## config.mk

```make
export PLATFORM = sky130hd
export DESIGN_NAME = shift_add_multiplier
export DESIGN_NICKNAME = d
export VERILOG_FILES = /design/src/rtl/shift_add_multiplier.sv
export SDC_FILE = /design/constraint.sdc
export NUM_CORES = 1
export LEC_CHECK = 0
export ABC_AREA = 0
export CORE_MARGIN = 5
export CORE_UTILIZATION = 51
export DETAILED_ROUTE_END_ITERATION = 8
export PLACE_DENSITY = 0.91
export SETUP_SLACK_MARGIN = 0.15
export SLEW_MARGIN = 20
export SYNTH_ARGS = -nofsm -noshare
export SYNTH_HDL_FRONTEND = slang
export SYNTH_SLANG_ARGS = --single-unit
```

## constraint.sdc

```tcl
create_clock -name clk -period 3.1 [get_ports clk]
set_input_delay 0.62 -clock clk [delete_from_list [all_inputs] [get_ports clk]]
set_output_delay 0.62 -clock clk [all_outputs]
set_load 0.02 [all_outputs]
```

## src/rtl/shift_add_multiplier.sv

```systemverilog
// rtl/shift_add_multiplier.sv - sequential unsigned shift-and-add multiplier for the MULTU path
module shift_add_multiplier #(
  parameter int         WIDTH = 32,
  parameter logic [5:0] MULTU = 6'b011001,
  parameter logic [5:0] OUT   = 6'b111111
) (
  input  logic               clk,
  input  logic               reset,
  input  logic [WIDTH-1:0]   dataA,
  input  logic [WIDTH-1:0]   dataB,
  input  logic [5:0]         Signal,
  output logic [2*WIDTH-1:0] dataOut,
  output logic               busy,
  output logic               done
);

  localparam int CW = $clog2(WIDTH);

  typedef enum logic [1:0] {
    IDLE = 2'd0,
    RUN  = 2'd1,
    DONE = 2'd2
  } state_t;

  state_t             state;
  state_t             state_nxt;
  logic [2*WIDTH-1:0] product;
  logic [WIDTH-1:0]   mcand;
  logic [CW-1:0]      count;
  logic [WIDTH:0]     sum;
  logic               start;
  logic               last_iter;

  // A new operation is accepted from IDLE or straight out of DONE
  always_comb begin
    start     = 1'b0;
    last_iter = 1'b0;
    if ((state == IDLE || state == DONE) && Signal == MULTU) begin
      start = 1'b1;
    end
    if (state == RUN && count == CW'(WIDTH - 1)) begin
      last_iter = 1'b1;
    end
  end

  // Upper half plus the conditional multiplicand; the extra bit carries into the top of the shift
  always_comb begin
    sum = {1'b0, product[2*WIDTH-1:WIDTH]};
    if (product[0]) begin
      sum = {1'b0, product[2*WIDTH-1:WIDTH]} + {1'b0, mcand};
    end
  end

  // State register
  always_ff @(posedge clk or negedge reset) begin
    if (!reset) begin
      state <= IDLE;
    end else begin
      state <= state_nxt;
    end
  end

  // Next-state decode; Signal is only looked at outside RUN, so an operation cannot be aborted
  always_comb begin
    state_nxt = state;
    case (state)
      IDLE: begin
        if (Signal == MULTU) begin
          state_nxt = RUN;
        end
      end
      RUN: begin
        if (last_iter) begin
          state_nxt = DONE;
        end
      end
      DONE: begin
        if (Signal == MULTU) begin
          state_nxt = RUN;
        end else if (Signal == OUT) begin
          state_nxt = IDLE;
        end
      end
      default: state_nxt = IDLE;
    endcase
  end

  // Datapath: load operands on start, one add-and-shift per RUN cycle, hold otherwise
  always_ff @(posedge clk or negedge reset) begin
    if (!reset) begin
      product <= '0;
      mcand   <= '0;
      count   <= '0;
    end else if (start) begin
      mcand   <= dataA;
      product <= {{WIDTH{1'b0}}, dataB};
      count   <= '0;
    end else if (state == RUN) begin
      product <= {sum, product[WIDTH-1:1]};
      count   <= count + 1'b1;
    end
  end

  assign dataOut = product;
  assign busy    = (state == RUN);
  assign done    = (state == DONE);

endmodule

```

### Word-level counts from Yosys, hierarchy flattened

Cells that the tools add are included.

* reductions and logical operators: 6
* equality and inequality tests: 8
* mux-type cells: 12
* add/subtract/negate cells: 2

Operators with widths (number)
* 64-bit 2-to-1 mux: 2
* 32-bit by 32-bit adder with 33-bit output: 1
* 33-bit 2-to-1 mux: 1
* 5-bit 2-to-1 mux: 2
* 2-bit 2-to-1 mux: 4
* 6-bit by 5-bit == test with 1-bit output (second input constant): 1
* 6-bit == test (second input constant): 1
* 2-bit case mux with 3 select lines: 1
* 5-bit by 1-bit adder with 5-bit output (second input constant): 1
* 5-bit == test (second input constant): 1
* 2-bit by 1-bit inequality test with 1-bit output (second input constant): 2
* 3-bit by 1-bit inequality test with 1-bit output (second input constant): 1
* 3-bit AND reduction: 1
* 2-bit by 1-bit == test with 1-bit output (second input constant): 1
* 2-bit == test (second input constant): 1
* 1-bit logical AND: 2
* 2-bit logical NOT: 1
* 1-bit 2-to-1 mux: 2
* 2-bit nonzero test: 1
* 1-bit logical OR: 1

* output and inout bits: 66
* logic and storage cells: 32
* register bits after elaboration: 103
* input bits: 72

### Logic depth before layout (Yosys ltp)

* depth in word-level cells: 5
* depth in mapped cells: 9
* gate-level depth less buffers: 9

### Worst setup path after synthesis

OpenSTA, ideal clock, no wires.

* kind: reg-to-reg
* start point: register product[32], in the netlist dataOut[32]
* end point: register product[61], in the netlist dataOut[61]
* setup time: 132 ps
* path buffers: 0
* required time: 2968 ps
* arrival time: 2286 ps
* period minus slack after synthesis: 2418 ps
* stages on the path, launching flop included: 10
* path slack: 682 ps
* cell sequence: dfrtp_1 ha_1 fa_1 a21o_1 a31o_2 a21oi_1 nor3_1 o31ai_1 xor2_1 o21ai_1

* word-level cells in the longest chain between the ends: 4

RTL lines
* from (decl): RTL line 27 `logic [2*WIDTH-1:0] product;`
* from (signal assigned): RTL line 96 `product <= {{WIDTH{1'b0}}, dataB};`
* from (signal assigned): RTL line 99 `product <= {sum, product[WIDTH-1:1]};`
* 32-bit by 32-bit adder with 33-bit output: RTL line 50 `sum = {1'b0, product[2*WIDTH-1:WIDTH]} + {1'b0, mcand};`
* 33-bit 2-to-1 mux: RTL line 49 `if (product[0]) begin`
* 64-bit 2-to-1 mux: RTL line 98 `end else if (state == RUN) begin`
* 64-bit 2-to-1 mux: RTL line 94 `end else if (start) begin`

Every way passes these cells. The select of a mux whose other input is x is not followed.
A chain may end at the register's enable or synchronous reset.

### Worst setup path after layout

Ends and elaborated chain as after synthesis.

==> parameters.txt <==
Parameter                              Value

CTS
  Clock root buffer    sky130_fd_sc_hd__clkbuf_16
  Cts bufs inserted    9
  Clock-pin slew reported for the worst setup and hold paths after clock tree synthesis    0.07 ns
  Post-CTS sizing    0
  CTS tree    yes
  Count of clock tree sinks    103
  Number of H-tree levels    3
  Clock network latency to the later pin of the worst-skew pair    0.36 ns
  Quantity of hold-fixing buffers added after cts    0
  Setup Fix Bufs, Post-CTS    0
  Maximum clock insertion buffer count    2

Power
  Cell-internal power    0.003872 W
  Power spent charging and discharging nets    0.003082 W
  Ratio of total power to cell area    864.2 mW/mm2
  Clock power share    0.164
  Cell leakage power    3.762 nW
  Combinational share of power    0.515
  Switching share of total power    0.4432
  IR Drop Worst-Case VDD    ~0.00065 V
  Flop pwr share    0.321

Synthesis
  Share of synthesized cell area in full adder, half adder and majority cells    0.07127
  Area fraction in compound gates after synthesis    0.2384
  Mapped cell area    0.006250 mm2
  Share of Yosys cell area claimed by the top area cell type    0.4124
  Number of cells produced by synthesis    723
  Largest family of logic cells by synthesized area    compound AO/OA/AOI/OAI gates
  Mean instance size in the synthesized netlist    around 8.6 um2
  Fraction of synthesized cell area in xor and xnor cells    0.03644
  Post-Synth Simple-Gate Area    0.1872
  Top FF cell, synth    sky130_fd_sc_hd__dfrtp_1
  Post-synth EDFFs    0
  Cells taking the most area after synthesis    sky130_fd_sc_hd__dfrtp_1 (41%), sky130_fd_sc_hd__nand2_1 (12%), sky130_fd_sc_hd__ha_1 (6.8%), sky130_fd_sc_hd__a22oi_1 (5.6%), sky130_fd_sc_hd__a21oi_1 (3.6%)
  Post-synth net total    830
  Share of flip-flops with an asynchronous set or reset    1.000
  Cell taking the most area after synthesis    sky130_fd_sc_hd__dfrtp_1
  Count of distinct cell types in the synthesized netlist    70
  Sequential-to-total area share from yosys stat    0.4124
  Count of warnings emitted by yosys    0
  Synthesis-stage register bit count    103
  Multiplexer share of the synthesized area    0.01942

Critical path
  Critical path class    flip-flop to flip-flop
  Startpoint type of the worst setup path    flip-flop
  Critical Path Sink Type    flip-flop
  Worst EP required    3.31 ns
  Arrival time at the worst endpoint    between 2 and 3 ns
  Worst-path fanout max    4
  FF-to-FF path depth    9

Timing
  Slew of the pin with the lowest slew margin    0.9054 ns
  # setup viols final    0
  Final Hold Viols    0
  Setup repair after global routing missed its margin    no
  Max frequency    0.3889 GHz
  Minimum period implied by the final worst setup slack    2.571 ns
  Relative slew margins    0.3949
  Final worst hold slack    roughly 0.27 ns
  TNS Setup    0 ns
  Portion of the clock cycle consumed by the worst path in the final layout    0.8294
  Final Skew    0.008645 ns
  Final Max Slew Viols    0
  Worst setup margin    0.5288 ns

Floorplan
  Num rows    40
  Standard cell core area    0.01201 mm2
  Die X-Extent    120.7 um
  Starting utilization of the core area    0.5203
  Die outline height    120.7 um
  Boundary pin count    138
  Total die area    0.01457 mm2

Drt
  Metal2 WL    between 8000 and 9000 um
  Detailed-routing wirelength on met1    7543 um
  Total wire length    17730 um
  Average detailed-routed wire length per instance    17.86 um
  Drt drc    0
  Met3 wire length    1547 um
  Routed vias/inst    5.948
  Via total after detailed routing    5906
  Number of nets with antenna violations after detailed routing    0
  DRT Pass-1 Iters    5
  Highest routed layer    met5
  Iteration-0 DRC Markers    between 400 and 500

Global route
  Overflow left after global routing    0
  First-pass GRT wire length    29260 um
  Initial antenna violation count    1
  Overall global routing resource usage    0.2486
  Maximum number of pins on one net before global-route repair    67
  Via count of the first global-routing pass    5852

Final layout
  Reg area    roughly 0.0026 mm2
  Finished Cell Area    0.008046 mm2
  N_diodes    0
  Fraction of final layout cells sized beyond drive strength 1    0.06147
  Layout fillers    936
  Final layout net count    roughly 950
  Multi-input logic area    0.003463 mm2
  P&R area growth vs syn    28.75%

Placement
  # port buffers    137
  Dpl ws    0.5096 ns
  Dpl cell area    0.007747 mm2
  Half-perimeter wire length of the detailed placement result    12740 um
  Global placement routability congestion    around 0.95

Hold path
  Type of the worst min-delay path    input pin to asynchronous set/reset pin

Flow run
  Max-Cap Viols    0

Run status
  Run status    complete, no violations
==> cells in the final DEF (no fill, tap or decap), drive strengths merged, types with 13 or more instances in the layout <==
cell type / count
a21oi: 50
o21ai: 49
a21o: 15
xnor2: 14
clkdlybuf4s50: 136
ha: 34
inv: 16
nor2: 28
nand3: 13
nand2: 207
dfrtp: 103
a22oi: 47
==> cell usage after synthesis, types with 5 or more instances <==
cell type and count:
sky130_fd_sc_hd__a31oi_1 5, sky130_fd_sc_hd__nand4_1 6, sky130_fd_sc_hd__nor2_1 28, sky130_fd_sc_hd__a22oi_1 47, sky130_fd_sc_hd__o21ai_0 29, sky130_fd_sc_hd__clkbuf_1 22
sky130_fd_sc_hd__a21oi_1 45, sky130_fd_sc_hd__nand3_1 12, sky130_fd_sc_hd__a21o_1 14, sky130_fd_sc_hd__buf_2 9, sky130_fd_sc_hd__inv_1 11, sky130_fd_sc_hd__xor2_1 12
sky130_fd_sc_hd__ha_1 34, sky130_fd_sc_hd__dfrtp_1 103, sky130_fd_sc_hd__nor3_1 8, sky130_fd_sc_hd__mux2i_1 11, sky130_fd_sc_hd__o21ai_1 18, sky130_fd_sc_hd__o211ai_1 5
sky130_fd_sc_hd__xnor2_1 14, sky130_fd_sc_hd__buf_1 5, sky130_fd_sc_hd__nand2_1 205
==> area by class of cell <==
type                    instances  area share
repair buffers                146      0.1832
clock inverters                 5    0.005753
well taps                     147     0.02286
flip-flops and latches        103      0.3203
inverters                      13    0.006064
clock buffers                  11     0.03141
multi-input cells             568      0.4304
==> per-stage QoR <==
| step | std cells | power (W) | utilization |
|---|---|---|---|
| CTS | 993 | 0.006948 | 0.6699 |
| global placement | 977 | 0.005700 | 0.6450 |
| finish | 993 | 0.006954 | 0.6699 |
| global route | 993 | 0.007403 | 0.6699 |
| floorplan | 723 | 0.004371 | - |
| detailed placement | 977 | 0.005786 | 0.6450 |
==> cells by family after synthesis <==
group	count (synthesis)
mux	12
buf+inv	52
fa+ha+maj	35
xor+xnor	26
simple gates	281
flops	103
compound gates	214
==> critical path, stage by stage (launching register included) <==
cell and delay, ns:
sky130_fd_sc_hd__dfrtp_1 0.41, sky130_fd_sc_hd__ha_1 0.25, sky130_fd_sc_hd__fa_1 0.41, sky130_fd_sc_hd__a21o_1 0.23, sky130_fd_sc_hd__a31o_2 0.26, sky130_fd_sc_hd__a21oi_1 0.21, sky130_fd_sc_hd__nor3_1 0.11, sky130_fd_sc_hd__o31ai_1 0.30
sky130_fd_sc_hd__xor2_1 0.18, sky130_fd_sc_hd__o21ai_1 0.07
==> per-layer routing <==
layer	global-route usage	vias to the layer above
li1	-	2799
met1	0.3272	2820
met2	0.3961	251
met3	0.06969	34
met4	0.08357	2
met5	0	-
==> worst paths after layout <==
path                             start          end  slack, ns
min                              reset  dataOut[46]       0.27
max                        dataOut[32]  dataOut[61]       0.53
min in group clk             mcand[30]    mcand[30]       0.49
max in group asynchronous        reset    mcand[30]       2.12
min reg2reg                  mcand[30]    mcand[30]       0.49
max reg2reg                dataOut[32]  dataOut[61]       0.53
==> flip-flops by register name (all words and copies together) (netlist names) <==
name     flops
count        5
dataOut     64
mcand       32
state        2
==> power groups by stage <==
stage               sequential, W  clock, W  combinational [W]
floorplan                 0.00252         0            0.00185
global placement          0.00223         0            0.00347
detailed placement        0.00224         0            0.00355
CTS                       0.00223   0.00115            0.00357
global route              0.00230   0.00122            0.00389
finish                    0.00223   0.00114            0.00358
(Power assumes the default switching activity.)
